<file path="src/rtl/l1_l2_miss_sequencer_pkg.sv">
// ---------------------------------------------------------------------------
// l1_l2_miss_sequencer_pkg
// Shared types for the L1 -> L2 miss sequencer: L2 command encoding, MESI
// install state, sequencer FSM states and the cache line offset width.
// ---------------------------------------------------------------------------
package l1_l2_miss_sequencer_pkg;

    localparam int LINE_OFFSET_W = 6;

    typedef enum logic [1:0] {
        MESI_I = 2'b00,
        MESI_S = 2'b01,
        MESI_E = 2'b10,
        MESI_M = 2'b11
    } mesi_state_t;

    typedef enum logic [1:0] {
        READ      = 2'b00,
        RFO       = 2'b01,
        WRITEBACK = 2'b10
    } l2_cmd_t;

    typedef enum logic [2:0] {
        IDLE       = 3'd0,
        WB_ISSUE   = 3'd1,
        WB_WAIT    = 3'd2,
        FILL_ISSUE = 3'd3,
        FILL_WAIT  = 3'd4,
        DONE       = 3'd5
    } seq_state_t;

endpackage

</file>
<file path="src/rtl/l1_l2_miss_sequencer_rr_arb2.sv">
// ---------------------------------------------------------------------------
// rr_arb2
// Two-input round-robin arbiter (I-cache vs D-cache). Grants are
// combinational and only offered while en is high; the pointer remembers
// which side was granted last and moves on every grant.
//
// Ports:
//   clk, rst      clock, synchronous active-high reset
//   en            arbitration window open (sequencer idle)
//   req_i, req_d  request valids
//   gnt_i, gnt_d  one-hot grant (doubles as the ready to each requester)
// ---------------------------------------------------------------------------
module rr_arb2 (
    input  logic clk,
    input  logic rst,
    input  logic en,
    input  logic req_i,
    input  logic req_d,
    output logic gnt_i,
    output logic gnt_d
);

    // 1 = D was granted last, so I wins the next tie
    logic last_d;

    always_comb begin
        gnt_i = 1'b0;
        gnt_d = 1'b0;
        if (en) begin
            if (req_i && req_d) begin
                gnt_i = last_d;
                gnt_d = !last_d;
            end else begin
                gnt_i = req_i;
                gnt_d = req_d;
            end
        end
    end

    // A grant is only ever raised alongside its valid, so a grant is an
    // accepted request.
    always_ff @(posedge clk) begin
        if (rst) begin
            last_d <= 1'b1;
        end else if (gnt_i) begin
            last_d <= 1'b0;
        end else if (gnt_d) begin
            last_d <= 1'b1;
        end
    end

endmodule

</file>
<file path="src/rtl/l1_l2_miss_sequencer.sv">
// ---------------------------------------------------------------------------
// l1_l2_miss_sequencer
// Shares one L2 request port between the I-cache (read misses) and the
// D-cache (read / read-for-ownership misses with optional dirty-victim
// writeback). One miss in flight at a time; a dirty victim is written back
// before its fill is requested. Returns the MESI state to install.
//
// Optional build macro: ARB_STATS_EN adds i_grant_cnt, d_grant_cnt, wb_cnt.
//
// Ports:
//   clk, rst                      clock, synchronous active-high reset
//   i_req_valid/ready/addr        I-cache miss request
//   d_req_valid/ready/addr/rfo    D-cache miss request
//   d_wb_valid, d_wb_addr         dirty victim to write back first
//   i_done, d_done                one-cycle fill-complete pulses
//   fill_state                    mesi_state_t to install, valid with done
//   l2_req_valid/ready            L2 command handshake
//   l2_cmd, l2_addr               L2 command and line-aligned address
//   l2_resp_valid, l2_resp_shared L2 completion and shared indication
//   busy                          sequencer not idle
//
// state      | meaning
// -----------+-----------------------------------------------------------
// IDLE       | waiting for a miss; arbiter offers ready
// WB_ISSUE   | WRITEBACK command presented to L2
// WB_WAIT    | waiting for writeback completion
// FILL_ISSUE | READ/RFO command presented to L2
// FILL_WAIT  | waiting for fill completion; captures install state
// DONE       | done pulse to the owning cache
// ---------------------------------------------------------------------------
module l1_l2_miss_sequencer
    import l1_l2_miss_sequencer_pkg::*;
#(
    parameter int ADDR_W   = 32,
    parameter int OFFSET_W = LINE_OFFSET_W
) (
    input  logic              clk,
    input  logic              rst,
    input  logic              i_req_valid,
    output logic              i_req_ready,
    input  logic [ADDR_W-1:0] i_req_addr,
    input  logic              d_req_valid,
    output logic              d_req_ready,
    input  logic [ADDR_W-1:0] d_req_addr,
    input  logic              d_req_rfo,
    input  logic              d_wb_valid,
    input  logic [ADDR_W-1:0] d_wb_addr,
    output logic              i_done,
    output logic              d_done,
    output logic [1:0]        fill_state,
    output logic              l2_req_valid,
    input  logic              l2_req_ready,
    output logic [1:0]        l2_cmd,
    output logic [ADDR_W-1:0] l2_addr,
    input  logic              l2_resp_valid,
    input  logic              l2_resp_shared,
`ifdef ARB_STATS_EN
    output logic [31:0]       i_grant_cnt,
    output logic [31:0]       d_grant_cnt,
    output logic [31:0]       wb_cnt,
`endif
    output logic              busy
);

    localparam logic [ADDR_W-1:0] LINE_MASK =
        {{(ADDR_W-OFFSET_W){1'b1}}, {OFFSET_W{1'b0}}};

    seq_state_t  state, state_nxt;
    mesi_state_t fill_q, fill_nxt;
    l2_cmd_t     cmd;

    logic [ADDR_W-1:0] req_addr_q;
    logic [ADDR_W-1:0] wb_addr_q;
    logic              src_d_q;
    logic              rfo_q;

    logic gnt_i, gnt_d;

    rr_arb2 u_arb (
        .clk   (clk),
        .rst   (rst),
        .en    (state == IDLE),
        .req_i (i_req_valid),
        .req_d (d_req_valid),
        .gnt_i (gnt_i),
        .gnt_d (gnt_d)
    );

    assign i_req_ready = gnt_i;
    assign d_req_ready = gnt_d;
    assign busy        = (state != IDLE);
    assign fill_state  = fill_q;
    assign l2_cmd      = cmd;

    always_comb begin
        state_nxt    = state;
        fill_nxt     = fill_q;
        l2_req_valid = 1'b0;
        cmd          = READ;
        l2_addr      = '0;
        i_done       = 1'b0;
        d_done       = 1'b0;
        case (state)
            IDLE: begin
                if (gnt_d && d_wb_valid) begin
                    state_nxt = WB_ISSUE;
                end else if (gnt_i || gnt_d) begin
                    state_nxt = FILL_ISSUE;
                end
            end
            WB_ISSUE: begin
                l2_req_valid = 1'b1;
                cmd          = WRITEBACK;
                l2_addr      = wb_addr_q & LINE_MASK;
                if (l2_req_ready) begin
                    state_nxt = WB_WAIT;
                end
            end
            WB_WAIT: begin
                if (l2_resp_valid) begin
                    state_nxt = FILL_ISSUE;
                end
            end
            FILL_ISSUE: begin
                l2_req_valid = 1'b1;
                cmd          = (src_d_q && rfo_q) ? RFO : READ;
                l2_addr      = req_addr_q & LINE_MASK;
                if (l2_req_ready) begin
                    state_nxt = FILL_WAIT;
                end
            end
            FILL_WAIT: begin
                if (l2_resp_valid) begin
                    if (src_d_q && rfo_q) begin
                        fill_nxt = MESI_M;
                    end else if (l2_resp_shared) begin
                        fill_nxt = MESI_S;
                    end else begin
                        fill_nxt = MESI_E;
                    end
                    state_nxt = DONE;
                end
            end
            DONE: begin
                i_done    = !src_d_q;
                d_done    = src_d_q;
                state_nxt = IDLE;
            end
            default: state_nxt = IDLE;
        endcase
    end

    always_ff @(posedge clk) begin
        if (rst) begin
            state <= IDLE;
        end else begin
            state <= state_nxt;
        end
    end

    always_ff @(posedge clk) begin
        if (rst) begin
            fill_q     <= MESI_I;
            req_addr_q <= '0;
            wb_addr_q  <= '0;
            src_d_q    <= 1'b0;
            rfo_q      <= 1'b0;
        end else begin
            fill_q <= fill_nxt;
            if (gnt_i) begin
                req_addr_q <= i_req_addr;
                src_d_q    <= 1'b0;
                rfo_q      <= 1'b0;
            end else if (gnt_d) begin
                req_addr_q <= d_req_addr;
                wb_addr_q  <= d_wb_addr;
                src_d_q    <= 1'b1;
                rfo_q      <= d_req_rfo;
            end
        end
    end

`ifdef ARB_STATS_EN
    always_ff @(posedge clk) begin
        if (rst) begin
            i_grant_cnt <= '0;
            d_grant_cnt <= '0;
            wb_cnt      <= '0;
        end else begin
            if (gnt_i) begin
                i_grant_cnt <= i_grant_cnt + 32'd1;
            end
            if (gnt_d) begin
                d_grant_cnt <= d_grant_cnt + 32'd1;
            end
            if (state == WB_WAIT && l2_resp_valid) begin
                wb_cnt <= wb_cnt + 32'd1;
            end
        end
    end
`endif

endmodule
</file>
<file path="config.mk">
export PLATFORM = sky130hd
export DESIGN_NAME = l1_l2_miss_sequencer
export DESIGN_NICKNAME = d
export VERILOG_FILES = /design/src/rtl/l1_l2_miss_sequencer_pkg.sv /design/src/rtl/l1_l2_miss_sequencer_rr_arb2.sv /design/src/rtl/l1_l2_miss_sequencer.sv
export SDC_FILE = /design/constraint.sdc
export NUM_CORES = 1
export LEC_CHECK = 0
export BUFFER_PORTS_ARGS = -buffer_cell sky130_fd_sc_hd__buf_2
export CAP_MARGIN = 20
export CORE_MARGIN = 5
export CORE_UTILIZATION = 40
export DETAILED_ROUTE_END_ITERATION = 10
export PLACE_DENSITY = 0.7
export SLEW_MARGIN = 30
export SYNTH_ARGS = -nofsm -noshare
export SYNTH_HDL_FRONTEND = slang
export SYNTH_SLANG_ARGS = --single-unit
</file>
<file path="constraint.sdc">
create_clock -name clk -period 4.6 [get_ports clk]
set_input_delay 0.92 -clock clk [delete_from_list [all_inputs] [get_ports clk]]
set_output_delay 0.92 -clock clk [all_outputs]
set_load 0.01 [all_outputs]
</file>
# After elaboration in Yosys (flattened, before gate mapping)

Cells that the tools add are included.
Widths: inputs -> output; s select.

Bits in registers: 72
Input port bits: 105
Output and inout bits: 42
Word-level logic and storage cells: 55

Equality and inequality tests: 10
Multiplexer cells: 23
Bitwise gates (word level): 1
Reduce and logical (&&, ||, !) cells: 14

Operator list:

| kind               | number |
|---|---|
| $mux 32            | 2 |
| $pmux 32 s2        | 1 |
| $mux 3             | 6 |
| $pmux 3 s5         | 1 |
| $mux 1             | 10 |
| $ne 2x2->1 const B | 4 |
| $eq 3x2->1 const B | 2 |
| $eq 3x3->1 const B | 2 |
| $reduce_and 5->1   | 1 |
| $mux 2             | 2 |
| $pmux 2 s2         | 1 |
| $reduce_and 2->1   | 2 |
| $reduce_or 2->1    | 2 |
| $eq 3x1->1 const B | 1 |
| $logic_and 1x1->1  | 3 |
| $logic_not 3->1    | 1 |
| $ne 3x3->1 const B | 1 |
| $reduce_bool 3->1  | 1 |
| $logic_not 1->1    | 2 |
| $reduce_bool 2->1  | 1 |
| $logic_or 1x1->1   | 1 |
| $not 1->1          | 1 |

# Depth between registers and ports, before layout

Depth in word-level cells: 7
Mapped depth: 8
Gate-level depth less buffers: 5

# Modules after synthesis

From an unflattened synthesis, not the netlist that was laid out.

Cells, all modules: 382
Area total of the unflattened synthesis: 3,017.9 um2

Modules (own cells, without submodules):

| module               | times used | cells an instance | area an instance (um2) | sequential area each (um2) |
|---|---|---|---|---|
| l1_l2_miss_sequencer | 1          | 374               | 2,959.1                | 1,181.1 |
| rr_arb2              | 1          | 8                 | 58.8                   | 20.0 |

# Least setup slack after synthesis

No wires, ideal clock.

Path kind: input to output
Start point: input d_req_valid
End point: output i_req_ready
Arrival time: 1.792 ns
Path slack: 1.888 ns
Cell stages on the path: 5
Cell sequence: nor2b_1 -> clkbuf_1 -> or3_1 -> buf_2 -> inv_1

Cells in the longest elaborated chain, start to end: 3

Ends and longest elaborated chain:

| item               | line                               | source |
|---|---|---|
| start: declaration | l1_l2_miss_sequencer.sv:42         | `input logic d_req_valid,` |
| $logic_and 1x1->1  | l1_l2_miss_sequencer_rr_arb2.sv:30 | `if (req_i && req_d) begin` |
| $mux 1             | l1_l2_miss_sequencer_rr_arb2.sv:30 |  |
| $mux 1             | l1_l2_miss_sequencer_rr_arb2.sv:29 | `if (en) begin` |
| end: declaration   | l1_l2_miss_sequencer.sv:40         | `output logic i_req_ready,` |

No other way between the ends.

# Worst setup path after layout

Start point: register state[1]
End point: output d_req_ready

Cells in the longest elaborated chain, start to end: 2

Ends and longest elaborated chain:

| item                     | line                               | source |
|---|---|---|
| start: declaration       | l1_l2_miss_sequencer.sv:68         | `seq_state_t state, state_nxt;` |
| start signal: assignment | l1_l2_miss_sequencer.sv:157        | `state <= state_nxt;` |
| $logic_not 3->1          | l1_l2_miss_sequencer.sv:82         | `.en (state == IDLE),` |
| $mux 1                   | l1_l2_miss_sequencer_rr_arb2.sv:29 |  |
| end: declaration         | l1_l2_miss_sequencer.sv:43         | `output logic d_req_ready,` |

No other way between the ends.

==> run_results.csv <==
group,metric,value,unit
timing,rsz0062_at_grt,"false",
clock_network,cts.hold.buffers_added,0,
synth,syn-cell-area,0.003172,mm^2
global_routing,grt_first_pass_wirelength,16060,um
critical_path,worst_setup_path_start_kind,"register",
pwr,power.ir.vdd_worst,0.2564,mV
synth,synth-async-reset-ratio,0,%
route,first_pass_iters,4,
pwr,seqPwrFrac,36.2,%
final_layout,nFillCells,754,
critical_path,timing.critical_path.mode_cell,"sky130_fd_sc_hd__buf_4",
global_routing,antenna_violations_before_repair,0,
final_layout,n_diodes,0,
synth,synthesis.area_per_instance,7.969,um^2
synth,synth.cells.most_frequent,"60 x sky130_fd_sc_hd__dfxtp_1, 54 x sky130_fd_sc_hd__nand3_1, 54 x sky130_fd_sc_hd__o21ai_0",
synth,yosys_warns,0,
placement,total_of_buffers_placed_on_input_and_output_ports,122,
floorplanning,fp.dieW,99.05,um
route,routed-via-count,3397,
synth,syn_inst,398,
timing,fin_ws,1.564,ns
synth,count_of_flip_flops_with_a_built_in_enable_after_synthesis,0,
route,via_per_inst,5.709,
floorplanning,vertical_extent_of_the_die,99.05,um
worst_hold_path,hold-path-cell-count,2,
global_routing,first_global_vias,3216,
worst_hold_path,whs_endpoint,"wb_addr_q[12]",
final_layout,fin_nets,595,
floorplanning,start_util,41.05,%
route,initialDrtViolationCount,131,
pwr,switching_power_total,806.0,uW
critical_path,reg2regPathDepth,6,
critical_path,critPathTopFamily,"buffers and inverters",
floorplanning,floorplan.rows,32,
placement,globalplace.congestion,0.8413,
clock_network,htree_num_levels,3,
synth,post-synth-top-area-fraction,37.87,%
floorplanning,ioPinCount,147,
global_routing,track_usage,20.04,%
timing,period_minus_slack,3.036,ns
synth,synth_seq_cells,60,
timing,period_utilization,66.00,%
global_routing,grt_max_degree,83,
pwr,clock_power_share,21.8,%
synth,synth.area.top_cells,"sky130_fd_sc_hd__dfxtp_1 38%, sky130_fd_sc_hd__nand3_1 8.5%, sky130_fd_sc_hd__o21ai_0 8.5%",
worst_hold_path,worst_hold_path_type,"reg2reg",
timing,fmax,0.3294,GHz
timing,final-setup-viol-count,0,
floorplanning,fp.coreArea,0.007727,mm^2
critical_path,arrival,2.12,ns
synth,post-synth-top-area-cell,"sky130_fd_sc_hd__dfxtp_1",
route,drc,0,
timing,max_slew_margin,51.78,%
timing,setup_total_negative_slack,0,ns
outcome,outcome,"completed",
synth,synth.most_common_cell,"sky130_fd_sc_hd__dfxtp_1",
pwr,power.density_cell_area,494.0,mW/mm^2
clock_network,setup_bufs_post_cts,0,
final_layout,multi_input_area,0.001717,mm^2
job,cap_viol_max_count,0,
route,drt-wirelength-per-cell,16.71,um
critical_path,worstSetupPathType,"reg2out",
final_layout,layout-area-overhead-vs-synth,23.75,%
synth,netlist-cell-type-count,36,
critical_path,r2r-end,"req_addr_q[15]",
timing,report.final.slew_viol_count,0,
critical_path,regToRegSetupSlack,2.42,ns
floorplanning,fp.dieArea,0.009810,mm^2
clock_network,cts_tree,"done",
worst_hold_path,hold_path.startpoint,"wb_addr_q[12]",
final_layout,post_layout_util,50.79,%
clock_network,cts_buffers,9,
clock_network,clock_insertion_delay_worst_skew,0.33,ns
critical_path,worstPathCellList,"buf_4, nor3_4, inv_2, buf_4, nor2_1, buf_2",
final_layout,instances_no_fill,595,
route,drtAntennaViolNets,0,
final_layout,final_layout_size_suffix_gt1_share,31.03,%
critical_path,critical_path.max_stage_delay,0.55,ns
pwr,combPwrFrac,42.0,%
placement,place_hpwl,6338,um
placement,post_placement_cell_count,581,
global_routing,grt-ovfl-total,0,
critical_path,required_time_of_the_critical_path,3.68,ns
clock_network,cts.sink_count,60,
timing,tightest_slew,0.7233,ns
critical_path,worst_setup_path_startpoint,"state[1]",
route,wl,9942,um
final_layout,ff_latch_area,0.001202,mm^2
critical_path,worst-path-buf-inv,4,
clock_network,ctsRootBufferMaster,"sky130_fd_sc_hd__clkbuf_8",
critical_path,critical-path-slowest-cell,"sky130_fd_sc_hd__buf_4",
clock_network,total_of_cells_resized_after_clock_tree_synthesis,0,
synth,synth.yosys.seq_area_share,37.87,%
synth,ys.flop_type,"sky130_fd_sc_hd__dfxtp_1",
critical_path,critical_path_peak_fanout,82,
pwr,leakagePower,0.001576,uW
pwr,internal-power,1133,uW
placement,dp_worst_setup_slack,1.815,ns
critical_path,reg2reg_from,"state[1]",
timing,finalHoldViolCount,0,
timing,finalClockSkew,0.01246,ns
clock_network,cts_max_path_buffers,2,
pwr,switching_share,41.57,%
critical_path,critPathCaptureType,"output port",
clock_network,clk_pin_slew_worst_paths,0.06,ns
==> worst min-delay path: stages, from the launching register on <==
cell and delay, ns:
sky130_fd_sc_hd__dfxtp_1 0.30, sky130_fd_sc_hd__o21ai_0 0.06, sky130_fd_sc_hd__a21oi_1 0.06
==> layout by cell type (no fill, tap or decap), types with 3 or more instances in the layout <==
master | Yosys | final
sky130_fd_sc_hd__clkbuf_8 | 0 | 12
sky130_fd_sc_hd__nor4_1 | 27 | 27
sky130_fd_sc_hd__a211oi_1 | 3 | 3
sky130_fd_sc_hd__nand3_1 | 54 | 54
sky130_fd_sc_hd__inv_1 | 4 | 4
sky130_fd_sc_hd__dfxtp_1 | 60 | 59
sky130_fd_sc_hd__buf_4 | 6 | 10
sky130_fd_sc_hd__a21oi_1 | 29 | 29
sky130_fd_sc_hd__o21ai_0 | 54 | 54
sky130_fd_sc_hd__a311oi_1 | 27 | 27
sky130_fd_sc_hd__buf_2 | 4 | 121
sky130_fd_sc_hd__nor2_1 | 32 | 32
sky130_fd_sc_hd__conb_1 | 1 | 6
sky130_fd_sc_hd__mux2i_1 | 26 | 26
sky130_fd_sc_hd__nand2_1 | 3 | 3
==> worst max path at each step <==
stage                     cells past startpoint  slack, ns          end
after global placement                        5       1.80  d_req_ready
after CTS                                     6       1.52  d_req_ready
after global routing                          6       1.36  d_req_ready
after detailed placement                      5       1.82  d_req_ready
final                                         6       1.56  d_req_ready
after floorplan                               5       1.89  i_req_ready
==> power groups by stage <==
stage               clock network (uW)  registers [uW]  logic [uW]
floorplan                            0             681         632
global placement                     0             706         799
detailed placement                   0             711         812
CTS                                433             700         815
global route                       458             710         905
finish                             422             702         815
==> sequential cells by signal, summed over array words and instances, names as in the netlist <==
register / cells
wb_addr_q: 26
fill_state: 2
rfo_q: 1
u_arb.last_d: 1
src_d_q: 1
state: 3
req_addr_q: 26
==> logic make-up after synthesis <==
| kind of cell | share of synthesized area [%] |
|---|---|
| muxes | 8.205 |
| buffers and inverters | 9.033 |
| and+or+nand+nor | 21.22 |
| other | 0.1182 |
| DFF | 37.87 |
| AOI/OAI and AO/OA | 23.55 |
==> cell type report <==
type	instances	share of cell area, %
Timing Repair Buffer	131	17.34
Clock inverter	2	0.2550
Sequential cell	60	30.63
Inverter	6	0.5738
Tap cell	102	3.252
Multi-Input combinational cell	282	43.74
Clock buffer	12	4.208
==> metrics by stage <==
step	hold WS [ns]	total power (uW)	instance area [um^2]
final	0.4748	1939	3925
after detailed placement	0.4668	1522	3750
after global placement	0.4605	1506	3747
after global routing	0.4947	2074	3925
after CTS	0.4752	1947	3925
after floorplan	0.4532	1313	3191
==> per-layer routing <==
layer	vias to the layer above	routed length, um	track usage [%]
met5	-	0	0
met4	0	128	5.882
met3	10	914	7.856
met2	142	4621	30.58
met1	1584	4278	26.19
li1	1661	-	-
No activity file was read; power rests on OpenSTA's default activity.
